==> config.mk <==
export PLATFORM = sky130hd
export DESIGN_NAME = alu_flat
export DESIGN_NICKNAME = d
export VERILOG_FILES = /design/src/rtl/alu_if.sv /design/src/rtl/alu.sv /design/src/flat_wrapper.sv
export SDC_FILE = /design/constraint.sdc
export NUM_CORES = 1
export LEC_CHECK = 0
export CORE_MARGIN = 4
export CORE_UTILIZATION = 26
export DETAILED_ROUTE_END_ITERATION = 6
export GPL_ROUTABILITY_DRIVEN = 0
export SYNTH_ARGS = -nofsm -noshare
export SYNTH_HDL_FRONTEND = slang
export SYNTH_SLANG_ARGS = --single-unit
==> constraint.sdc <==
create_clock -name clk -period 4.3 [get_ports clk]
set_clock_uncertainty 0.15 [all_clocks]
set_input_delay 0.86 -clock clk [delete_from_list [all_inputs] [get_ports clk]]
set_output_delay 0.86 -clock clk [all_outputs]
set_load 0.005 [all_outputs]
==> src/rtl/alu_if.sv <==
// Operand/result bundle for the registered ALU: the master drives operands and
// opcode, the slave (the ALU) returns the registered result and status flags.
interface alu_if #(
   parameter int WIDTH = 4
);
   logic [WIDTH-1:0] A;
   logic [WIDTH-1:0] B;
   logic             Cin;
   logic [3:0]       OPCODE;
   logic [WIDTH-1:0] Y;
   logic             N;
   logic             Z;
   logic             C;
   logic             V;
   logic             Cout;

   modport master (
      output A, B, Cin, OPCODE,
      input  Y, N, Z, C, V, Cout
   );

   modport slave (
      input  A, B, Cin, OPCODE,
      output Y, N, Z, C, V, Cout
   );
endinterface

==> src/rtl/alu.sv <==
// 4-bit registered ALU: result and N/Z/C/V/Cout appear one clock after operands.
// Define ALU_EXT_OPS_EN to enable SBC/ASR/ROL/ROR/INC/DEC on opcodes 1010-1111.
module alu #(
   parameter int WIDTH = 4
) (
   input  logic  clk,
   input  logic  rst,
   alu_if.slave  bus
);

   typedef enum logic [3:0] {
      OP_PASS = 4'b0000,
      OP_AND  = 4'b0001,
      OP_OR   = 4'b0010,
      OP_NOT  = 4'b0011,
      OP_XOR  = 4'b0100,
      OP_ADD  = 4'b0101,
      OP_SHL  = 4'b0110,
      OP_SHR  = 4'b0111,
      OP_ADC  = 4'b1000,
      OP_SUB  = 4'b1001,
      OP_SBC  = 4'b1010,
      OP_ASR  = 4'b1011,
      OP_ROL  = 4'b1100,
      OP_ROR  = 4'b1101,
      OP_INC  = 4'b1110,
      OP_DEC  = 4'b1111
   } opcode_t;

   localparam logic [WIDTH-1:0] ONE = {{(WIDTH-1){1'b0}}, 1'b1};

   opcode_t          w_op;
   logic [1:0]       w_shamt;

   logic [WIDTH-1:0] w_add_b;
   logic             w_add_cin;
   logic [WIDTH:0]   w_sum;
   logic             w_ovf;

   logic [WIDTH:0]   w_shl_ext;
   logic [WIDTH:0]   w_shr_ext;
`ifdef ALU_EXT_OPS_EN
   logic [WIDTH:0]   w_asr_ext;
   logic [WIDTH-1:0] w_rol;
   logic [WIDTH-1:0] w_ror;
`endif

   logic [WIDTH-1:0] w_y;
   logic             w_c;
   logic             w_v;
   logic             w_cout;

   logic [WIDTH-1:0] r_y;
   logic             r_n;
   logic             r_z;
   logic             r_c;
   logic             r_v;
   logic             r_cout;

   assign w_op    = opcode_t'(bus.OPCODE);
   assign w_shamt = bus.B[1:0];

   // One shared adder; A is always the first input, only B and carry-in vary.
   // NOTE: every variable gets a default before the case so no opcode path
   // can leave one unassigned and infer a latch.
   always_comb begin
      w_add_b   = bus.B;
      w_add_cin = 1'b0;
      case (w_op)
         OP_ADC: w_add_cin = bus.Cin;
         OP_SUB: begin
            w_add_b   = ~bus.B;
            w_add_cin = 1'b1;
         end
`ifdef ALU_EXT_OPS_EN
         OP_SBC: begin
            w_add_b   = ~bus.B;
            w_add_cin = bus.Cin;
         end
         OP_INC: w_add_b = ONE;
         OP_DEC: w_add_b = '1;
`endif
         default: ;
      endcase
   end

   assign w_sum = {1'b0, bus.A} + {1'b0, w_add_b} + {{WIDTH{1'b0}}, w_add_cin};
   assign w_ovf = (bus.A[WIDTH-1] == w_add_b[WIDTH-1]) &&
                  (w_sum[WIDTH-1] != bus.A[WIDTH-1]);

   // The extra bit on each shifter catches the last bit shifted out, and is
   // naturally 0 when the amount is 0.
   assign w_shl_ext = {1'b0, bus.A} << w_shamt;
   assign w_shr_ext = {bus.A, 1'b0} >> w_shamt;
`ifdef ALU_EXT_OPS_EN
   assign w_asr_ext = $signed({bus.A, 1'b0}) >>> w_shamt;
   assign w_rol     = (bus.A << w_shamt) | (bus.A >> (WIDTH - int'(w_shamt)));
   assign w_ror     = (bus.A >> w_shamt) | (bus.A << (WIDTH - int'(w_shamt)));
`endif

   always_comb begin
      w_y    = '0;
      w_c    = 1'b0;
      w_v    = 1'b0;
      w_cout = 1'b0;
      case (w_op)
         OP_PASS: w_y = bus.A;
         OP_AND:  w_y = bus.A & bus.B;
         OP_OR:   w_y = bus.A | bus.B;
         OP_NOT:  w_y = ~bus.A;
         OP_XOR:  w_y = bus.A ^ bus.B;
`ifdef ALU_EXT_OPS_EN
         OP_ADD, OP_ADC, OP_SUB, OP_SBC, OP_INC, OP_DEC: begin
`else
         OP_ADD, OP_ADC, OP_SUB: begin
`endif
            w_y    = w_sum[WIDTH-1:0];
            w_c    = w_sum[WIDTH];
            w_cout = w_sum[WIDTH];
            w_v    = w_ovf;
         end
         OP_SHL: begin
            w_y = w_shl_ext[WIDTH-1:0];
            w_c = w_shl_ext[WIDTH];
         end
         OP_SHR: begin
            w_y = w_shr_ext[WIDTH:1];
            w_c = w_shr_ext[0];
         end
`ifdef ALU_EXT_OPS_EN
         OP_ASR: begin
            w_y = w_asr_ext[WIDTH:1];
            w_c = w_asr_ext[0];
         end
         OP_ROL: begin
            w_y = w_rol;
            w_c = (w_shamt != 2'd0) && w_rol[0];
         end
         OP_ROR: begin
            w_y = w_ror;
            w_c = (w_shamt != 2'd0) && w_ror[WIDTH-1];
         end
`endif
         default: ;
      endcase
   end

   // NOTE: state registers use non-blocking assignments so every flop samples
   // the pre-edge values, independent of statement order.
   always_ff @(posedge clk) begin
      if (rst) begin
         r_y    <= '0;
         r_n    <= 1'b0;
         r_z    <= 1'b0;
         r_c    <= 1'b0;
         r_v    <= 1'b0;
         r_cout <= 1'b0;
      end else begin
         r_y    <= w_y;
         r_n    <= w_y[WIDTH-1];
         r_z    <= (w_y == '0);
         r_c    <= w_c;
         r_v    <= w_v;
         r_cout <= w_cout;
      end
   end

   assign bus.Y    = r_y;
   assign bus.N    = r_n;
   assign bus.Z    = r_z;
   assign bus.C    = r_c;
   assign bus.V    = r_v;
   assign bus.Cout = r_cout;

endmodule

==> src/flat_wrapper.sv <==
// flat-port wrapper written by rule: the top's interface ports become plain ports
module alu_flat 
#(
   parameter int WIDTH = 4
)
  (clk, rst, bus_A, bus_B, bus_Cin, bus_OPCODE, bus_Y, bus_N, bus_Z, bus_C, bus_V, bus_Cout);
  alu_if #(.WIDTH(WIDTH)) bus_i ();
  input  logic clk;
  input  logic rst;
  input wire logic [$bits(bus_i.A)-1:0] bus_A;
  input wire logic [$bits(bus_i.B)-1:0] bus_B;
  input wire logic [$bits(bus_i.Cin)-1:0] bus_Cin;
  input wire logic [$bits(bus_i.OPCODE)-1:0] bus_OPCODE;
  output wire logic [$bits(bus_i.Y)-1:0] bus_Y;
  output wire logic [$bits(bus_i.N)-1:0] bus_N;
  output wire logic [$bits(bus_i.Z)-1:0] bus_Z;
  output wire logic [$bits(bus_i.C)-1:0] bus_C;
  output wire logic [$bits(bus_i.V)-1:0] bus_V;
  output wire logic [$bits(bus_i.Cout)-1:0] bus_Cout;
  assign bus_i.A = bus_A;
  assign bus_i.B = bus_B;
  assign bus_i.Cin = bus_Cin;
  assign bus_i.OPCODE = bus_OPCODE;
  assign bus_Y = bus_i.Y;
  assign bus_N = bus_i.N;
  assign bus_Z = bus_i.Z;
  assign bus_C = bus_i.C;
  assign bus_V = bus_i.V;
  assign bus_Cout = bus_i.Cout;
  alu #(.WIDTH(WIDTH)) u_core (.clk(clk), .rst(rst), .bus(bus_i));
endmodule
==> summary.txt <==
Outcome: finished clean
Crit-path max cell delay: 0.49 ns
Int Power: 201 µW
Io pins: 24
Dpl cell area: 1310 µm²
DR pass1 iterations: 4
Worst setup EP type: flop
DIE AREA: 5070 µm²
Vias: 997
Register share of total power: 28.3%
Nets: 178
WHS Endpoint: u_core.bus.Y[1]
# DRC: 0
Grt ovf: 0
Row count: 22
Clock sinks: 8
Hold Startpoint: rst
GRT met3 Usage: 1.56%
Routed wire per std cell: 13.7 µm
Clock transition at path regs: 0.04 ns
DIE HEIGHT: 71.2 µm
Crit path cell chain: clkdlybuf4s50_1 > nand2b_1 > nor3_1 > xnor2_1 > fa_1 > fa_1 > xnor2_1 > o22ai_1 > a211oi_1 > and4_1
Layout cells sized above 1: 10.9%
WP data required: 4.31 ns
VDD IR max: 0.0000587 V
Die width: 71.2 µm
Final Max Tran Viols: 0
GR peak layer: met2
Drt first-iter violations: 22
Total negative setup slack: 0 ns
Final ANT Viol Nets: 0
Vias in the first global route: 981
Final hold vios: 0
Mapped Area: 1040 µm²
Vias per cell: 5.11
Ys Warns: 0
Worst path arrival time: 3.65 ns
CTS Buffer Depth: 2
CORE AREA: 3770 µm²
Max Fclk: 0.275 GHz
Critical Path Source Type: input port
Syn_area_per_cell: 8.51 µm²
CTS Root Buffer Type: clkbuf_8
GRT Total Usage: 10.9%
Antenna diodes: 0
Fin crit period: 3.64 ns
Hold WC Path Type: input port to flop
Worst Path Max Fanout: 7
Final WL: 2670 µm
Synth-to-Final Area Change: 30.4%
Max-cap violations: 0
Switching Power: 85.9 µW
Sw frac: 29.9%
Initial antenna violation count: 0
Post-synthesis cell type count: 38
Cells after Synth: 122
Post_cts resized: 0
Final setup fails: 0
Max_slew headroom: 68.8%
Postcts setup bufs: 0
Period Utilization, post-route: 84.6%
IO buf count: 23
Fillers: 388
TritonCTS Buffers: 3
H-tree Lvls: 1
Dpl hpwl: 2160 µm
Critical path class: input port to flop
Synthesized flop and latch total: 8
Initial Util: 27.5%
Worst hold stages: 2
Part of the power in the clock network: 30.1%
First-pass GRT wire length: 4520 µm
Met1 usage: 14.7%
TritonCTS clock tree: built
Combinational share of power: 41.6%
Sequential-to-total area share from yosys stat: 15.4%
Leakage: 0.553 nW
Unrepaired setup endpoints after global routing: no
Finished Cell Area: 1350 µm²
Largest net degree at the start of global routing: 17
PD cells: 212 nW/µm²
Post-CTS Hold Buffers: 0
Synth Net Count: 151
Slowest cell on crit path: clkdlybuf4s50_1
Met2 Usage GRT: 17.6%
Worst Tran Pin Value: 0.467 ns
[cell usage after synthesis (all sizes together)]
library cell	count	area, µm²
ha	12	150
a21oi	9	45.0
inv	9	33.8
dfxtp	8	160
nor2	7	26.3
xnor2	7	61.3
a22oi	6	45.0
buf	6	53.8
nor3	6	30.0
mux2i	4	40.0
nand2b	4	25.0
nor2b	4	25.0
a211oi	3	22.5
a21o	3	22.5
mux2	3	37.5
nand2	3	11.3
nor4	3	18.8
o21ai	3	15.0
o22ai	3	18.8
or2	3	18.8
a221oi	2	23.8
fa	2	40.0
nand3b	2	15.0
a311o	1	10.0
a311oi	1	8.76
a32o	1	10.0
and3b	1	8.76
and4	1	8.76
mux4	1	22.5
nand4	1	6.26
o211ai	1	7.51
o311ai	1	8.76
o31ai	1	7.51
[worst max-delay path, delay by kind of cell]
family	cells	cell delay [ns]
adders and majority gates	2	0.87
and+or+nand+nor	3	0.74
buffers and inverters	1	0.49
AOI/OAI and AO/OA	2	0.38
xor gates and xnor gates	2	0.31
[cell families (layout without fill, tap and decap cells)]
| family | count (synthesis) | after routing | share of synthesized area [%] |
|---|---|---|---|
| and+or+nand+nor | 35 | 35 | 18.7 |
| AOI/OAI and AO/OA | 35 | 35 | 23.6 |
| xor gates and xnor gates | 7 | 7 | 5.90 |
| adders and majority gates | 14 | 14 | 18.3 |
| muxes | 8 | 8 | 9.64 |
| buffers and inverters | 15 | 40 | 8.43 |
| DFF | 8 | 8 | 15.4 |
[through the flow]
stage | setup WS [ns] | instances | hold WS [ns] | util (%) | total power [mW]
6_report | 0.664 | 195 | 1.20 | 35.9 | 0.287
5_1_grt | 0.469 | 195 | 1.23 | 35.9 | 0.308
4_1_cts | 0.707 | 195 | 1.20 | 35.9 | 0.290
3_5_place_dp | 0.476 | 192 | 1.41 | 34.8 | 0.201
3_3_place_gp | 0.547 | 192 | 1.42 | 34.8 | 0.199
2_1_floorplan | 0.909 | 122 | 0.884 | - | 0.155
[power by group through the flow]
stage | Clock [mW] | Combinational, mW | Sequential [mW]
after floorplan | 0 | 0.0723 | 0.0830
after global placement | 0 | 0.117 | 0.0821
after detailed placement | 0 | 0.118 | 0.0823
after CTS | 0.0895 | 0.119 | 0.0811
after global routing | 0.0939 | 0.132 | 0.0817
final | 0.0864 | 0.119 | 0.0811
[metal layers]
| metal | vias to the layer above | wire (µm) |
|---|---|---|
| met5 | - | 0 |
| met4 | 0 | 55 |
| met3 | 9 | 139 |
| met2 | 35 | 1200 |
| met1 | 446 | 1270 |
| li1 | 507 | - |
[worst max path at each step]
stage / from / to / slack, ns / depth (start not counted)
2_1_floorplan: bus_OPCODE[1] / u_core.bus.C / 0.91 / 9
3_3_place_gp: bus_OPCODE[2] / u_core.bus.C / 0.55 / 10
3_5_place_dp: bus_OPCODE[2] / u_core.bus.C / 0.48 / 10
4_1_cts: bus_OPCODE[2] / u_core.bus.C / 0.71 / 10
5_1_grt: bus_OPCODE[2] / u_core.bus.C / 0.47 / 10
6_report: bus_OPCODE[2] / u_core.bus.Z / 0.66 / 10
[placed cells by master, fill, tap and decap left out, drive strengths merged, types with 2 or more instances in the layout]
master,n
clkdlybuf4s50,23
ha,12
inv,9
a21oi,9
dfxtp,8
nor2,7
xnor2,7
nor3,6
a22oi,6
buf,5
nand2b,4
nor2b,4
mux2i,4
nor4,3
a21o,3
or2,3
o22ai,3
o21ai,3
nand2,3
a211oi,3
clkbuf,3
mux2,3
nand3b,2
fa,2
a221oi,2
[final cells by class]
class	instances	area [µm²]	area share (%)
repair buffers	28	268	19.8
flip-flops and latches	8	160	11.8
inverters	9	33.8	2.50
well taps	48	60.1	4.44
clock buffers	3	41.3	3.05
multi-input cells	99	791	58.4
[flip-flops by register name, indices dropped and copies added, names as in the netlist]
name	flops
u_core.bus.Y	4
u_core.bus.Cout	1
u_core.bus.Z	1
u_core.bus.V	1
u_core.bus.C	1
(Power assumes the default switching activity.)
